===== src/rtl/pwm_pkg.sv =====
`default_nettype none
// +--------------------------------------------------------------------+
// | pwm_pkg : shared types and helpers for the PWM sample path          |
// | Rev 1.0                                                             |
// +--------------------------------------------------------------------+
package pwm_pkg;

  typedef enum logic [1:0] {
    IDLE   = 2'd0,
    RUN    = 2'd1,
    STARVE = 2'd2
  } pwm_feed_st_t;

  function automatic int unsigned pwm_sat(input int unsigned value, input int unsigned cce);
    return (value > cce) ? cce : value;
  endfunction

endpackage
`default_nettype wire


===== src/rtl/pwm_feed_if.sv =====
`default_nettype none
// +--------------------------------------------------------------------+
// | pwm_feed_if : sample input stream and PWM-side duty stream          |
// | Rev 1.0                                                             |
// +--------------------------------------------------------------------+
interface pwm_feed_if #(
  parameter int CCW = 4
);
  logic [CCW-1:0] sti_dat;
  logic           sti_vld;
  logic           sti_rdy;
  logic [CCW-1:0] str_dat;
  logic           str_rdy;

  modport master (
    output sti_dat, sti_vld, str_rdy,
    input  sti_rdy, str_dat
  );

  modport slave (
    input  sti_dat, sti_vld, str_rdy,
    output sti_rdy, str_dat
  );
endinterface
`default_nettype wire


===== src/rtl/pwm_feed_fifo.sv =====
`default_nettype none
// +--------------------------------------------------------------------+
// | pwm_feed_fifo : single-clock FIFO with level, no fall-through       |
// | Rev 1.0                                                             |
// +--------------------------------------------------------------------+
module pwm_feed_fifo #(
  parameter int DW = 4,
  parameter int AW = 4
) (
  input  logic          clk,
  input  logic          rst,
  input  logic          push_i,
  input  logic          pop_i,
  input  logic [DW-1:0] wdat_i,
  output logic [DW-1:0] rdat_o,
  output logic [AW:0]   lvl_o,
  output logic          full_o,
  output logic          empty_o
);
  localparam int unsigned DEPTH = 2**AW;

  logic [DW-1:0] mem_q [DEPTH];
  logic [AW-1:0] wptr_q;
  logic [AW-1:0] rptr_q;
  logic [AW:0]   lvl_q;
  logic          w_push;
  logic          w_pop;

  assign full_o  = (lvl_q == (AW+1)'(DEPTH));
  assign empty_o = (lvl_q == '0);
  assign w_push  = push_i & ~full_o;
  assign w_pop   = pop_i & ~empty_o;
  assign rdat_o  = mem_q[rptr_q];
  assign lvl_o   = lvl_q;

  always_ff @(posedge clk) begin
    if (rst) begin
      wptr_q <= '0;
      rptr_q <= '0;
      lvl_q  <= '0;
    end else begin
      if (w_push) wptr_q <= wptr_q + AW'(1);
      if (w_pop)  rptr_q <= rptr_q + AW'(1);
      case ({w_push, w_pop})
        2'b10:   lvl_q <= lvl_q + (AW+1)'(1);
        2'b01:   lvl_q <= lvl_q - (AW+1)'(1);
        default: lvl_q <= lvl_q;
      endcase
    end
  end

  // Storage is left unreset; only the pointers define what is valid.
  always_ff @(posedge clk) begin
    if (w_push) mem_q[wptr_q] <= wdat_i;
  end
endmodule
`default_nettype wire


===== src/rtl/pwm_feed.sv =====
`default_nettype none
// +--------------------------------------------------------------------+
// | pwm_feed : buffers duty samples and steps them out per PWM period   |
// | Rev 1.0                                                             |
// +--------------------------------------------------------------------+
module pwm_feed
  import pwm_pkg::*;
#(
  parameter int CCW = 4,
  parameter int CCE = 2**CCW-1,
  parameter int AW  = 4,
  parameter int RW  = 8
) (
  input  logic          clk,
  input  logic          rst,
  input  logic          cfg_ena,
  input  logic [RW-1:0] cfg_rpt,
  input  logic          sts_clr,
  pwm_feed_if.slave     bus,
  output logic [AW:0]   sts_lvl,
  output logic          sts_unf
);
  pwm_feed_st_t   state_q, state_d;
  logic [RW-1:0]  rpt_q,   rpt_d;
  logic [CCW-1:0] dat_q,   dat_d;
  logic           unf_q,   unf_d;

  logic           w_full;
  logic           w_empty;
  logic           w_push;
  logic           w_pop;
  logic           w_unf_set;
  logic [CCW-1:0] w_head;
  logic [CCW-1:0] w_wdat;

  assign w_wdat      = CCW'(pwm_sat(32'(bus.sti_dat), CCE));
  assign bus.sti_rdy = ~w_full & ~rst;
  assign w_push      = bus.sti_vld & bus.sti_rdy;

  pwm_feed_fifo #(
    .DW (CCW),
    .AW (AW)
  ) u_fifo (
    .clk     (clk),
    .rst     (rst),
    .push_i  (w_push),
    .pop_i   (w_pop),
    .wdat_i  (w_wdat),
    .rdat_o  (w_head),
    .lvl_o   (sts_lvl),
    .full_o  (w_full),
    .empty_o (w_empty)
  );

  always_ff @(posedge clk) begin
    if (rst) begin
      state_q <= IDLE;
      rpt_q   <= '0;
      dat_q   <= '0;
      unf_q   <= 1'b0;
    end else begin
      state_q <= state_d;
      rpt_q   <= rpt_d;
      dat_q   <= dat_d;
      unf_q   <= unf_d;
    end
  end

  always_comb begin
    state_d   = state_q;
    rpt_d     = rpt_q;
    dat_d     = dat_q;
    w_pop     = 1'b0;
    w_unf_set = 1'b0;
    if (!cfg_ena) begin
      state_d = IDLE;
      rpt_d   = '0;
      dat_d   = '0;
    end else begin
      case (state_q)
        // Preloading the counter makes the very first period boundary a load.
        IDLE: begin
          state_d = RUN;
          rpt_d   = cfg_rpt;
          dat_d   = '0;
        end
        RUN: begin
          if (bus.str_rdy) begin
            if (rpt_q >= cfg_rpt) begin
              if (!w_empty) begin
                w_pop = 1'b1;
                dat_d = w_head;
                rpt_d = '0;
              end else begin
                state_d   = STARVE;
                w_unf_set = 1'b1;
              end
            end else begin
              rpt_d = rpt_q + RW'(1);
            end
          end
        end
        STARVE: begin
          if (bus.str_rdy) begin
            if (!w_empty) begin
              w_pop   = 1'b1;
              dat_d   = w_head;
              rpt_d   = '0;
              state_d = RUN;
            end else begin
              w_unf_set = 1'b1;
            end
          end
        end
        default: state_d = IDLE;
      endcase
    end
    unf_d = w_unf_set | (unf_q & ~sts_clr);
  end

  assign bus.str_dat = dat_q;
  assign sts_unf     = unf_q;
endmodule
`default_nettype wire


===== src/flat_wrapper.sv =====
// flat-port wrapper written by rule: the top's interface ports become plain ports
module pwm_feed_flat import pwm_pkg::*;
#(
  parameter int CCW = 4,
  parameter int CCE = 2**CCW-1,
  parameter int AW  = 4,
  parameter int RW  = 8
)
  (clk, rst, cfg_ena, cfg_rpt, sts_clr, sts_lvl, sts_unf, bus_sti_dat, bus_sti_vld, bus_str_rdy, bus_sti_rdy, bus_str_dat);
  pwm_feed_if #(.CCW(CCW)) bus_i ();
  input  logic clk;
  input  logic rst;
  input  logic cfg_ena;
  input  logic [RW-1:0] cfg_rpt;
  input  logic sts_clr;
  output logic [AW:0] sts_lvl;
  output logic sts_unf;
  input wire logic [$bits(bus_i.sti_dat)-1:0] bus_sti_dat;
  input wire logic [$bits(bus_i.sti_vld)-1:0] bus_sti_vld;
  input wire logic [$bits(bus_i.str_rdy)-1:0] bus_str_rdy;
  output wire logic [$bits(bus_i.sti_rdy)-1:0] bus_sti_rdy;
  output wire logic [$bits(bus_i.str_dat)-1:0] bus_str_dat;
  assign bus_i.sti_dat = bus_sti_dat;
  assign bus_i.sti_vld = bus_sti_vld;
  assign bus_i.str_rdy = bus_str_rdy;
  assign bus_sti_rdy = bus_i.sti_rdy;
  assign bus_str_dat = bus_i.str_dat;
  pwm_feed #(.CCW(CCW), .CCE(CCE), .AW(AW), .RW(RW)) u_core (.clk(clk), .rst(rst), .cfg_ena(cfg_ena), .cfg_rpt(cfg_rpt), .sts_clr(sts_clr), .bus(bus_i), .sts_lvl(sts_lvl), .sts_unf(sts_unf));
endmodule

===== config.mk =====
export PLATFORM = sky130hd
export DESIGN_NAME = pwm_feed_flat
export DESIGN_NICKNAME = d
export VERILOG_FILES = /design/src/rtl/pwm_pkg.sv /design/src/rtl/pwm_feed_if.sv /design/src/rtl/pwm_feed_fifo.sv /design/src/rtl/pwm_feed.sv /design/src/flat_wrapper.sv
export SDC_FILE = /design/constraint.sdc
export NUM_CORES = 1
export LEC_CHECK = 0
export ABC_AREA = 1
export BUFFER_PORTS_ARGS = -buffer_cell sky130_fd_sc_hd__buf_2
export CAP_MARGIN = 10
export CORE_UTILIZATION = 51
export CTS_CLUSTER_DIAMETER = 150
export CTS_CLUSTER_SIZE = 25
export DETAILED_ROUTE_END_ITERATION = 16
export PLACE_DENSITY = 0.71
export SLEW_MARGIN = 20
export SYNTH_ARGS = -nofsm -noshare
export SYNTH_HDL_FRONTEND = slang
export SYNTH_HIERARCHICAL = 1
export SYNTH_SLANG_ARGS = --single-unit

===== constraint.sdc =====
create_clock -name clk -period 2.81 [get_ports clk]
set_input_delay 0.562 -clock clk [delete_from_list [all_inputs] [get_ports clk]]
set_output_delay 0.562 -clock clk [all_outputs]
set_load 0.01 [all_outputs]

# Yosys cells after proc, flatten, opt, wreduce, memory -nomap -nowiden
# Memory sizes are Yosys's and may differ from the RTL's. A register that Yosys moved wholly into a read port is not among the register bits.
# Index checks and enable logic that the tools add are counted.
dict set report classes {
  n_addsub 5
  magnitude_cmp 1
  eq_ne 10
  n_mux 33
  n_bitwise 11
  reduce_logical 8
}
# operator n
set op_table {}
lappend op_table {{8-bit 2-to-1 mux} 4}
lappend op_table {{4-bit 2-to-1 mux} 6}
lappend op_table {{8-bit case mux with 3 select lines} 1}
lappend op_table {{1-bit 2-to-1 mux} 12}
lappend op_table {{4-bit case mux with 3 select lines} 1}
lappend op_table {{2-bit 2-to-1 mux} 5}
lappend op_table {{5-bit case mux with 2 select lines} 1}
lappend op_table {{4-bit by 1-bit adder with 4-bit output (second input constant)} 2}
lappend op_table {{8-bit by 1-bit adder with 8-bit output (second input constant)} 1}
lappend op_table {{8-bit greater-or-equal comparator} 1}
lappend op_table {{2-bit inequality test (second input constant)} 4}
lappend op_table {{2-bit case mux with 3 select lines} 1}
lappend op_table {{5-bit by 1-bit adder with 5-bit output (second input constant)} 1}
lappend op_table {{1-bit AND} 5}
lappend op_table {{5-bit equality test (second input constant)} 1}
lappend op_table {{5-bit logical NOT} 1}
lappend op_table {{1-bit NOT} 5}
lappend op_table {{5-bit AND reduction} 1}
lappend op_table {{5-bit by 1-bit subtractor with 5-bit output (second input constant)} 1}
lappend op_table {{2-bit by 1-bit equality test with 1-bit output (second input constant)} 2}
lappend op_table {{2-bit equality test (second input constant)} 2}
lappend op_table {{1-bit case mux with 2 select lines} 2}
lappend op_table {{4-bit AND reduction} 1}
lappend op_table {{3-bit AND reduction} 1}
lappend op_table {{6 further kinds} 6}
dict set report totals {
  regBits 28
  ram_bits 64
  input_bits 18
  out_inout_bits 11
  word_cells 76
  n_memories 1
}
# name words word_bits read_ports rd_ports_with_merged_regs wr line
set mem_list {}
lappend mem_list {u_core.u_fifo.mem_q 16 4 1 1 1 pwm_feed_fifo.sv:22} ;# logic [DW-1:0] mem_q [DEPTH];

# Longest topological paths before layout
# Gate-level depths: netlist of the first run.
dict set report depth {
  depth_word 9
  mapped_depth 25
  depth_no_buf 25
}

# Cells and area by module
# Netlist of the first run, hierarchy kept.
# module instances cells_each area_each_um2 seq_area_each_um2
set modules_own_cells {}
lappend modules_own_cells {pwm_feed_fifo 1 308 3534.6 2262.2}
lappend modules_own_cells {pwm_feed 1 230 1435.1 300.3}

# Worst setup path before layout of the first run
# Ideal clock, no wire load.
dict set report synth_path {
  path_type {input-to-reg}
  startpoint {input cfg_rpt[7]}
  endpoint {register u_core.u_fifo.lvl_q[4], in the netlist u_core/u_fifo/lvl_o[4]}
  setup_time_ns 0.109
  t_arrival_ns 2.698
  required_ns 2.701
  slack_ns 0.003
  stages 21
  path_buffers 1
  path_cell_list {inv_1 -> ha_1 -> a21o_1 -> nor2_4 -> buf_6 -> nand3_1 -> nand4_1 -> inv_1 -> nand2_2 -> inv_2 -> ha_1 -> xor2_1 -> ha_1 -> inv_1 -> nand2_2 -> nand2_1 -> nand2_1 -> nand2_1 -> nand3_1 -> nand2_1 -> inv_1}
}
dict set report synth_between {
  elab_chain_len 8
  elab_cells_between_ends 10
  cone_classes {1 x order compare; 2 x eq/ne; 5 x mux; 1 x bitwise; 1 x reduce/logical}
}
# item line
set synth_lines {}
lappend synth_lines {{start: declaration} flat_wrapper.sv:14} ;# input logic [RW-1:0] cfg_rpt;
lappend synth_lines {{8-bit greater-or-equal comparator *} pwm_feed.sv:89} ;# if (rpt_q >= cfg_rpt) begin
lappend synth_lines {{1-bit 2-to-1 mux *} pwm_feed.sv:89}
lappend synth_lines {{1-bit 2-to-1 mux *} pwm_feed.sv:88} ;# if (bus.str_rdy) begin
lappend synth_lines {{1-bit case mux with 2 select lines *} pwm_feed.sv:80} ;# case (state_q)
lappend synth_lines {{1-bit 2-to-1 mux *} pwm_feed.sv:75} ;# if (!cfg_ena) begin
lappend synth_lines {{named net u_core.w_pop} pwm_feed.sv:31} ;# logic w_pop;
lappend synth_lines {{1-bit AND *} pwm_feed_fifo.sv:32} ;# assign w_pop = pop_i & ~empty_o;
lappend synth_lines {{named net u_core.u_fifo.w_pop} pwm_feed_fifo.sv:27} ;# logic w_pop;
lappend synth_lines {{2-bit by 1-bit equality test with 1-bit output or 2-bit equality test (tied branches)} pwm_feed_fifo.sv:44} ;# case ({w_push, w_pop})
lappend synth_lines {{5-bit case mux with 2 select lines or 2-bit nonzero test (tied branches)} --}
lappend synth_lines {{end signal: assignment} pwm_feed_fifo.sv:45} ;# 2'b10: lvl_q <= lvl_q + (AW+1)'(1);
lappend synth_lines {{end signal: assignment} pwm_feed_fifo.sv:46} ;# 2'b01: lvl_q <= lvl_q - (AW+1)'(1);
lappend synth_lines {{end signal: assignment} pwm_feed_fifo.sv:47} ;# default: lvl_q <= lvl_q;
lappend synth_lines {{end: declaration} pwm_feed_fifo.sv:25} ;# logic [AW:0] lvl_q;
# Mark *: on every way through the listed nets, which the timed path passes. The rest lies on a longest branch.
# A chain may end at the register's enable or synchronous reset.

# Worst setup path after layout of the first run
dict set report layout_path {
  startpoint {register u_core.rpt_q[0]}
  endpoint {register u_core.u_fifo.lvl_q[4], in the netlist u_core/u_fifo/lvl_o[4]}
}
dict set report layout_between {
  elab_chain_len 8
  elab_cells_between_ends 10
  cone_classes {1 x order compare; 2 x eq/ne; 5 x mux; 1 x bitwise; 1 x reduce/logical}
}
# item line
set layout_lines {}
lappend layout_lines {{start: declaration} pwm_feed.sv:24} ;# logic [RW-1:0] rpt_q, rpt_d;
lappend layout_lines {{start signal: assignment} pwm_feed.sv:63} ;# rpt_q <= rpt_d;
lappend layout_lines {{8-bit greater-or-equal comparator *} pwm_feed.sv:89}
lappend layout_lines {{1-bit 2-to-1 mux *} pwm_feed.sv:89}
lappend layout_lines {{1-bit 2-to-1 mux *} pwm_feed.sv:88}
lappend layout_lines {{1-bit case mux with 2 select lines *} pwm_feed.sv:80}
lappend layout_lines {{1-bit 2-to-1 mux *} pwm_feed.sv:75}
lappend layout_lines {{named net u_core.w_pop} pwm_feed.sv:31}
lappend layout_lines {{1-bit AND *} pwm_feed_fifo.sv:32}
lappend layout_lines {{named net u_core.u_fifo.w_pop} pwm_feed_fifo.sv:27}
lappend layout_lines {{2-bit by 1-bit equality test with 1-bit output or 2-bit equality test (tied branches)} pwm_feed_fifo.sv:44}
lappend layout_lines {{5-bit case mux with 2 select lines or 2-bit nonzero test (tied branches)} --}
# Marks and branches as above.

==> metrics.md, run 1 <==
| Metric | Value |
|---|---|
| Outcome | complete, no violations |
| Tmin final | 2.58 ns |
| Slew Limit Headroom | roughly 64% |
| Detailed Route WL | 10600 um |
| Hold-fix buffers, CTS | 0 |
| Min-Delay Path Depth | 4 |
| Cell Area, Placed | 5360 um^2 |
| Post-DR vias/cell | 5.37 |
| Syn nets | 577 |
| Cell count after synthesis | ~540 |
| Initial Utilization | 53.3% |
| Synth Register Bits | 96 |
| Largest net degree at the start of global routing | a little under 50 |
| Asr flop ratio synth | 0% |
| Fin crit share | between 90% and 100% |
| # H-tree levels | 3 |
| Pwr Density | 563 nW/um^2 |
| Die span in y | 101 um |
| Vias in the first global route | 3668 |
| Mapped Avg Cell Area | ~9 um^2 |
| Hold EP | u_core/sts_unf |
| GRT Util Overall | 22.6% |
| Worst r2r path cells | 25 |
| Fillers | roughly 800 |
| Final Instance Area | 5590 um^2 |
| RR Startpoint | u_core/rpt_q[0] |
| Via count | between 3000 and 4000 |
| Endpoints failing setup | 0 |
| Antenna-violating nets left | 0 |
| Synth Cell Area | approximately 5000 um^2 |
| Fin cells | 717 |
| Post-DP HPWL | 7500 um |
| Most instantiated cells after synthesis | nand2_1 (95), inv_1 (72), edfxtp_1 (64) |
| Hold path startpoint | sts_clr |
| Placed Cells incl. Taps | 701 |
| Count of final hold-check violations | 0 |
| Clock Sinks | 96 |
| Synth area leaders | edfxtp_1 (39%), dfxtp_1 (13%), nand2_1 (7.2%) |
| Core Region | just over 9000 um^2 |
| Hold crit path type | input port to register |
| Multi-input logic area | 2070 um^2 |
| Worst path depth | 25 |
| Crit path max-delay family | simple AND/OR/NAND/NOR gates |
| Count of cell types in the netlist | 39 |
| Wire per inst | 14.7 um |
| P&R area growth vs syn | 12.5% |
| CTS tree | built |
| Critical Path Max Stage Delay | 0.34 ns |
| Grt total ovfl | 0 |
| RSZ-0062 raised after global routing | false |
| Top-count cell post-synth | nand2_1 |
| Worst skew pair latency | 0.37 ns |
| Post-synth EDFFs | 64 |
| CP required | 3.09 ns |
| Longest Clk Path Bufs | 2 |
| Most area-hungry cell type in the Yosys netlist | edfxtp_1 |
| Layout Nets | 622 |
| I/O pin cnt | 29 |
| Syn. warnings | 6 |
| # diodes | 0 |
| Worst Clk Skew | 0.0103 ns |
| RR Endpoint | u_core/u_fifo/lvl_o[4] |
| Layout cells sized above 1 | between 15 and 20% |
| Least-Margin Pin Slew | 0.547 ns |
| Fmax | approximately 390 MHz |
| Crit path buf inv count | 6 |
| Yosys top cell area share | approximately 39% |
| Slew Viols, Final | 0 |
| Initial antenna violation count | 0 |
| Startpoint type of the worst setup path | register |
| Worst vdd ir | 0.243 mV |
| Max Cap Violations | 0 |
| Die Span X | 101 um |
| WS Path Type | register to register |
| Setup crit end kind | register |
| GPL Wtd Cong | ~0.93 |
| Clock transition at path regs | 0.10 ns |
| Post-synthesis sequential area ratio | around half |
| First-pass iteration count of the detailed router | 5 |
| Leakage power | 2.30 nW |
| R2R Setup Slk | about 0.23 ns |
| Post-route DRC | 0 |
| Slowest-stage cell, CP | dfxtp_2 |
| Num rows | 35 |
| TritonCTS Buffers | 9 |
| Crit Path Max Fanout | 4 |
| FF+latch area | 2560 um^2 |
| Ys flop type | edfxtp_1 |
| Full die area | 10100 um^2 |
| I/O Buffers | 28 |
| Cell repeated most along the worst path | nand2_1 |
| CP arrival | roughly 2.9 ns |
| Iter 0 DRT Violations | 197 |
| Root Driver | clkbuf_8 |
| Wire length of the first global-routing pass | 17700 um |
-- state kept, by name, summed over array words and instances, names as in the netlist, named ones only --
signal and cells:
u_core/sts_unf 1, u_core/u_fifo/wptr_q 4, u_core/rpt_q 8, u_core/u_fifo/mem_q 64, u_core/u_fifo/lvl_o 5, u_core/state_q 2, u_core/u_fifo/rptr_q 4, u_core/bus.str_dat 4
-- how the worst max path moves through the flow --
stage / start / to
final: u_core/rpt_q[0] / u_core/u_fifo/lvl_o[4]
after global routing: u_core/rpt_q[0] / u_core/u_fifo/lvl_o[4]
after CTS: u_core/rpt_q[0] / u_core/u_fifo/lvl_o[4]
after detailed placement: cfg_rpt[0] / u_core/u_fifo/lvl_o[4]
after global placement: cfg_rpt[7] / u_core/u_fifo/lvl_o[4]
after floorplan: cfg_rpt[7] / u_core/u_fifo/lvl_o[4]
-- cell usage in the layout (no fill, tap or decap), drive strengths merged, types with 2 or more instances in the layout --
master	n
edfxtp	64
nor3	2
nor3b	6
xor2	6
inv	83
o21bai	2
nand2	101
o21ai	31
xnor2	2
mux2i	16
nor2	41
nand3	40
nand4	7
o211ai	16
ha	21
clkbuf	9
a21oi	46
a21o	2
buf	51
dfxtp	32
o21a	3
-- per-stage QoR --
stage	TNS (ns)	total power, W	worst slack [ns]	hold WS, ns	utilization [%]
after floorplan	0	0.00207	0.00283	0.463	-
after global placement	-0.0169	0.00226	-0.0111	0.448	57.4
after detailed placement	-0.354	0.00228	-0.138	0.473	57.4
after CTS	0	0.00314	0.163	0.439	59.5
after global routing	0	0.00331	0.00740	0.485	59.9
final	0	0.00315	0.233	0.454	59.9
-- power breakdown --
part	total, W	switching, W	internal [W]
clock	0.000883	0.000535	0.000348
sequential	0.00158	0.0000414	0.00154
combinational	0.000678	0.000419	0.000259
total	0.00315	0.000995	0.00215
-- routing by layer --
layer | up-vias | part of all wire [%] | track usage [%]
met1 | 1806 | 45 | 29.8
met4 | 0 | 1.9 | 8.14
li1 | 1909 | - | -
met3 | 18 | 5.0 | 3.88
met5 | - | 0 | 0
met2 | 117 | 48 | 37.6
-- worst register-to-register path, delay by kind of cell, from the launching register on --
| kind | cells | cell delay (ns) |
|---|---|---|
| xor+xnor | 1 | 0.16 |
| fa+ha+maj | 3 | 0.65 |
| simple gates | 15 | 1.01 |
| buf+inv | 6 | 0.31 |
| flops | 1 | 0.34 |
-- timing repair --
action / CTS / global route
setup buffers: 0 / 0
gates resized for setup: 0 / 6
endpoints found under the setup margin: 0 / 3
-- cell type report --
cell class | instances | area share [%]
inverter | 78 | 5.28
tap | 129 | 2.89
sequential | 96 | 45.9
multi-input combinational | 347 | 37.0
clock inverter | 7 | 1.21
timing repair buffer | 51 | 5.60
clock buffer | 9 | 2.22
-- kinds of logic (layout without fill, tap and decap cells) --
family	after synthesis	in the layout	synth area share, %
adders and majority gates	21	21	5.29
buffers and inverters	95	145	7.68
muxes	16	16	3.22
xor gates and xnor gates	8	8	1.41
and+or+nand+nor	199	199	18.9
AOI/OAI and AO/OA	103	103	11.9
DFF	96	96	51.6
Power figures use the tool's default switching activity.
==> run 2: changes to the inputs <==
Settings changed: ABC_AREA 1 to not set.
==> metrics.md, run 2 <==
| Metric | Value |
|---|---|
| Post-Synth Simple-Gate Area | 10.5% (-8.4 points) |
| Outcome | finished with violations |
| Synth area leaders | edfxtp_1 (41%), dfxtp_1 (14%), mux4_2 (9.7%) |
| Hold WS | 0.461 ns (+0.00732 ns) |
| Switch Pwr | 0.000683 W (-31%) |
| I/O pin cnt | 29 (unchanged) |
| Layout cells sized above 1 | 35.4% (+19 points) |
| Worst r2r path cells | 15 (-40%) |
| WS Path Type | input port to register |
| CP required | 3.06 ns (-0.03 ns) |
| Worst path depth | 17 (-32%) |
| RSZ-0062 raised after global routing | true |
| Worst skew pair latency | 0.35 ns (-0.02 ns) |
| Fin cells | 557 (-22%) |
| Via count | 3235 (-16%) |
| Critical Path, Cell by Cell | buf_6 > inv_2 > ha_4 > and3_4 > a221o_2 > a21o_1 > o21ai_2 > nor2_2 > o21ai_2 > inv_2 > ha_4 > xor2_2 > ha_2 > nor2b_1 > a2111oi_2 > a211oi_2 > mux2_4 |
| Fin crit share | 109% (+17 points) |
| Endpoints failing setup | 3 (+3) |
| Die Span X | 97.5 um (-3.2%) |
| Post-DR vias/cell | 5.81 (+8.2%) |
| First-pass iteration count of the detailed router | 4 (-1) |
| Asr flop ratio synth | 0% (unchanged) |
| Least-Margin Pin Slew | 0.608 ns (+0.0610 ns) |
| Count of final hold-check violations | 0 (unchanged) |
| XOR/XNOR share of the synthesized area | 1.69% (+0.28 points) |
| # diodes | 0 (unchanged) |
| Crit path buf inv count | 3 (-3) |
| Internal power | 0.00199 W (-7.3%) |
| Num rows | 34 (-2.9%) |
| Worst vdd ir | 0.328 mV (+35%) |
| Fmax | 326 MHz (-16%) |
| Post-Synth Adder-Cell Area | 5.65% (+0.36 points) |
| Sw Share | 25.5% (-6.1 points) |
| Commonest non-fill, non-tap cell in the layout | edfxtp_1 |
| Sequential share of power | 57.2% (+6.8 points) |
| R2R Setup Slk | -0.25 ns (-0.48 ns) |
| Most area-hungry cell type in the Yosys netlist | edfxtp_1 |
| Grt total ovfl | 0 (unchanged) |
| GPL Wtd Cong | 0.843 (-9.4%) |
| Yosys top cell area share | 41.3% (+2.6 points) |
| TritonCTS Buffers | 9 (unchanged) |
| Post-synth EDFFs | 64 (unchanged) |
| Post-synthesis sequential area ratio | 55.1% (+3.5 points) |
| Most instantiated cells after synthesis | edfxtp_1 (64), nor2_1 (40), dfxtp_1 (32) |
| Iter 0 DRT Violations | 219 (+11%) |
| Full die area | 9510 um^2 (-6.2%) |
| Critical Path Max Stage Delay | 0.36 ns (+0.02 ns) |
| Antenna-violating nets left | 0 (unchanged) |
| Syn. warnings | 6 (unchanged) |
| Syn nets | 408 (-29%) |
| GRT Util Overall | 21.3% (-1.3 points) |
| Clock power frac | 32.2% (+4.1 points) |
| Post-DP HPWL | 6840 um (-8.8%) |
| Comb power frac | 10.6% (-11 points) |
| Most frequent cells in the layout | edfxtp_1 (64), buf_4 (53), nor2_1 (39) |
| Max Cap Violations | 0 (unchanged) |
| Final Instance Area | 5600 um^2 (+0.25%) |
| Multiplexer share of the synthesized area | 10.6% (+7.3 points) |
| Vias in the first global route | 3213 (-12%) |
| Startpoint type of the worst setup path | input port |
| Hold-fix buffers, CTS | 0 (unchanged) |
| Final worst slack | -0.257 ns (-0.489 ns) |
| Slew Limit Headroom | 59.1% (-4.4 points) |
| Clock Sinks | 96 (unchanged) |
| # H-tree levels | 3 (unchanged) |
| Fillers | 665 (-17%) |
| Slew Viols, Final | 0 (unchanged) |
| Post-route DRC | 0 (unchanged) |
| Slowest-stage cell, CP | a221o_2 |
| Tmin final | 3.07 ns (+0.489 ns) |
| Worst Clk Skew | 0.0158 ns (+0.00550 ns) |
| Placed Cells incl. Taps | 536 (-24%) |
| Min-Delay Path Depth | 3 (-1) |
| CTS tree | built |
| Top-count cell post-synth | edfxtp_1 |
| Synth Cell Area | 4650 um^2 (-6.3%) |
| Layout Nets | 483 (-22%) |
| Largest net degree at the start of global routing | 24 (-51%) |
| Core Region | 8760 um^2 (-6.0%) |
| Setup crit end kind | register |
| Initial antenna violation count | 0 (unchanged) |
| Count of cell types in the netlist | 57 (+46%) |
| Crit path max-delay family | compound AO/OA/AOI/OAI gates |
| Die span in y | 97.5 um (-3.2%) |
| Synth Register Bits | 96 (unchanged) |
| Top reg by flops | u_core/u_fifo/mem_q |
| Clock transition at path regs | 0.10 ns (about the same) |
| Final Power | 0.00268 W (-15%) |
| Wire per inst | 17.5 um (+19%) |
| Initial Utilization | 53.1% (-0.17 points) |
| Mapped Avg Cell Area | 12.6 um^2 (+37%) |
| Ys flop type | edfxtp_1 |
| Leakage power | 2.05 nW (-11%) |
| CP arrival | 3.31 ns (+0.46 ns) |
| Root Driver | clkbuf_8 |
| Cell count after synthesis | 369 (-31%) |
| Longest Clk Path Bufs | 2 (unchanged) |
| Largest family of logic cells by synthesized area | compound AO/OA/AOI/OAI gates |
| P&R area growth vs syn | 20.4% |
| I/O Buffers | 28 (unchanged) |
| Failing checks | negative setup slack |
| Cell Area, Placed | 5310 um^2 (-0.86%) |
| Wire length of the first global-routing pass | 16000 um (-9.6%) |
| Pwr Density | 478 nW/um^2 (-15%) |
| Detailed Route WL | 9760 um (-7.6%) |
| Synth Area in Compound Gates | 12.7% (+0.78 points) |
| Hold crit path type | input port to register |
| Crit Path Max Fanout | 3 (-1) |
| Max reg flops | 64 (unchanged) |
[run 2: cell types whose count changed in the layout (fill, tap and decap cells not counted), sizes merged, moves of 13 or more]
cell	change
a21oi	-32
buf	+32
inv	-59
mux2i	-13
mux4	+20
nand2	-82
nand3	-36
o21ai	-22
[run 2: path summary, 6_finish.rpt]
path / start / endpoint
worst max-delay path: cfg_rpt[7] / u_core/u_fifo/lvl_o[4]
worst min-delay path: sts_clr / u_core/sts_unf
worst max register to register: u_core/rpt_q[7] / u_core/u_fifo/lvl_o[4]
worst min register to register: u_core/sts_unf / u_core/sts_unf
[run 2: power by group through the flow]
stage          Clock, W  Sequential (W)  Combinational [W]
5_1_grt        0.000947         0.00153           0.000312
3_3_place_gp          0         0.00156           0.000269
3_5_place_dp          0         0.00156           0.000277
2_1_floorplan         0         0.00157           0.000151
6_report       0.000863         0.00153           0.000284
4_1_cts        0.000881         0.00153           0.000283
[run 2: cell type report]
class	instances	area [um^2]	area share, %
Clock buffer	9	124	2.21
Clock inverter	7	66.3	1.18
Inverter	19	78.8	1.41
Multi-Input combinational cell	235	2060	36.7
Sequential cell	96	2570	45.8
Tap cell	108	135	2.41
Timing Repair Buffer	83	573	10.2
[run 2: timing repair]
action                                  CTS  global route
pin swaps                                14             2
endpoints found under the setup margin    3             3
buffers inserted                          3             2
gates resized for setup                   9             8
[run 2: cell families after synthesis]
family | after synthesis
buffers and inverters | 38
and+or+nand+nor | 101
xor gates and xnor gates | 9
DFF | 96
AOI/OAI and AO/OA | 80
muxes | 24
adders and majority gates | 21
[run 2: stage by stage]
| stage | utilization [%] | worst slack, ns | TNS, ns |
|---|---|---|---|
| after CTS | 63.4 | -0.292 | -0.629 |
| after floorplan | - | -0.752 | -2.00 |
| after global placement | 60.6 | -0.591 | -1.61 |
| final | 63.9 | -0.257 | -0.659 |
| after detailed placement | 60.6 | -0.721 | -1.93 |
| after global routing | 63.9 | -0.372 | -0.994 |
[run 2: layer usage]
layer | share of wire [%] | track usage, % | routed length, um
met3 | 3.4 | 2.73 | 330
met5 | 0 | 0 | 0
met2 | 50 | 36.2 | 4900
met1 | 46 | 28.9 | 4490
met4 | 0.40 | 5.77 | 39
[run 2: worst min-delay path, stage by stage]
cell and delay, ns:
buf_2 0.07, nand2b_1 0.08, a21oi_1 0.05
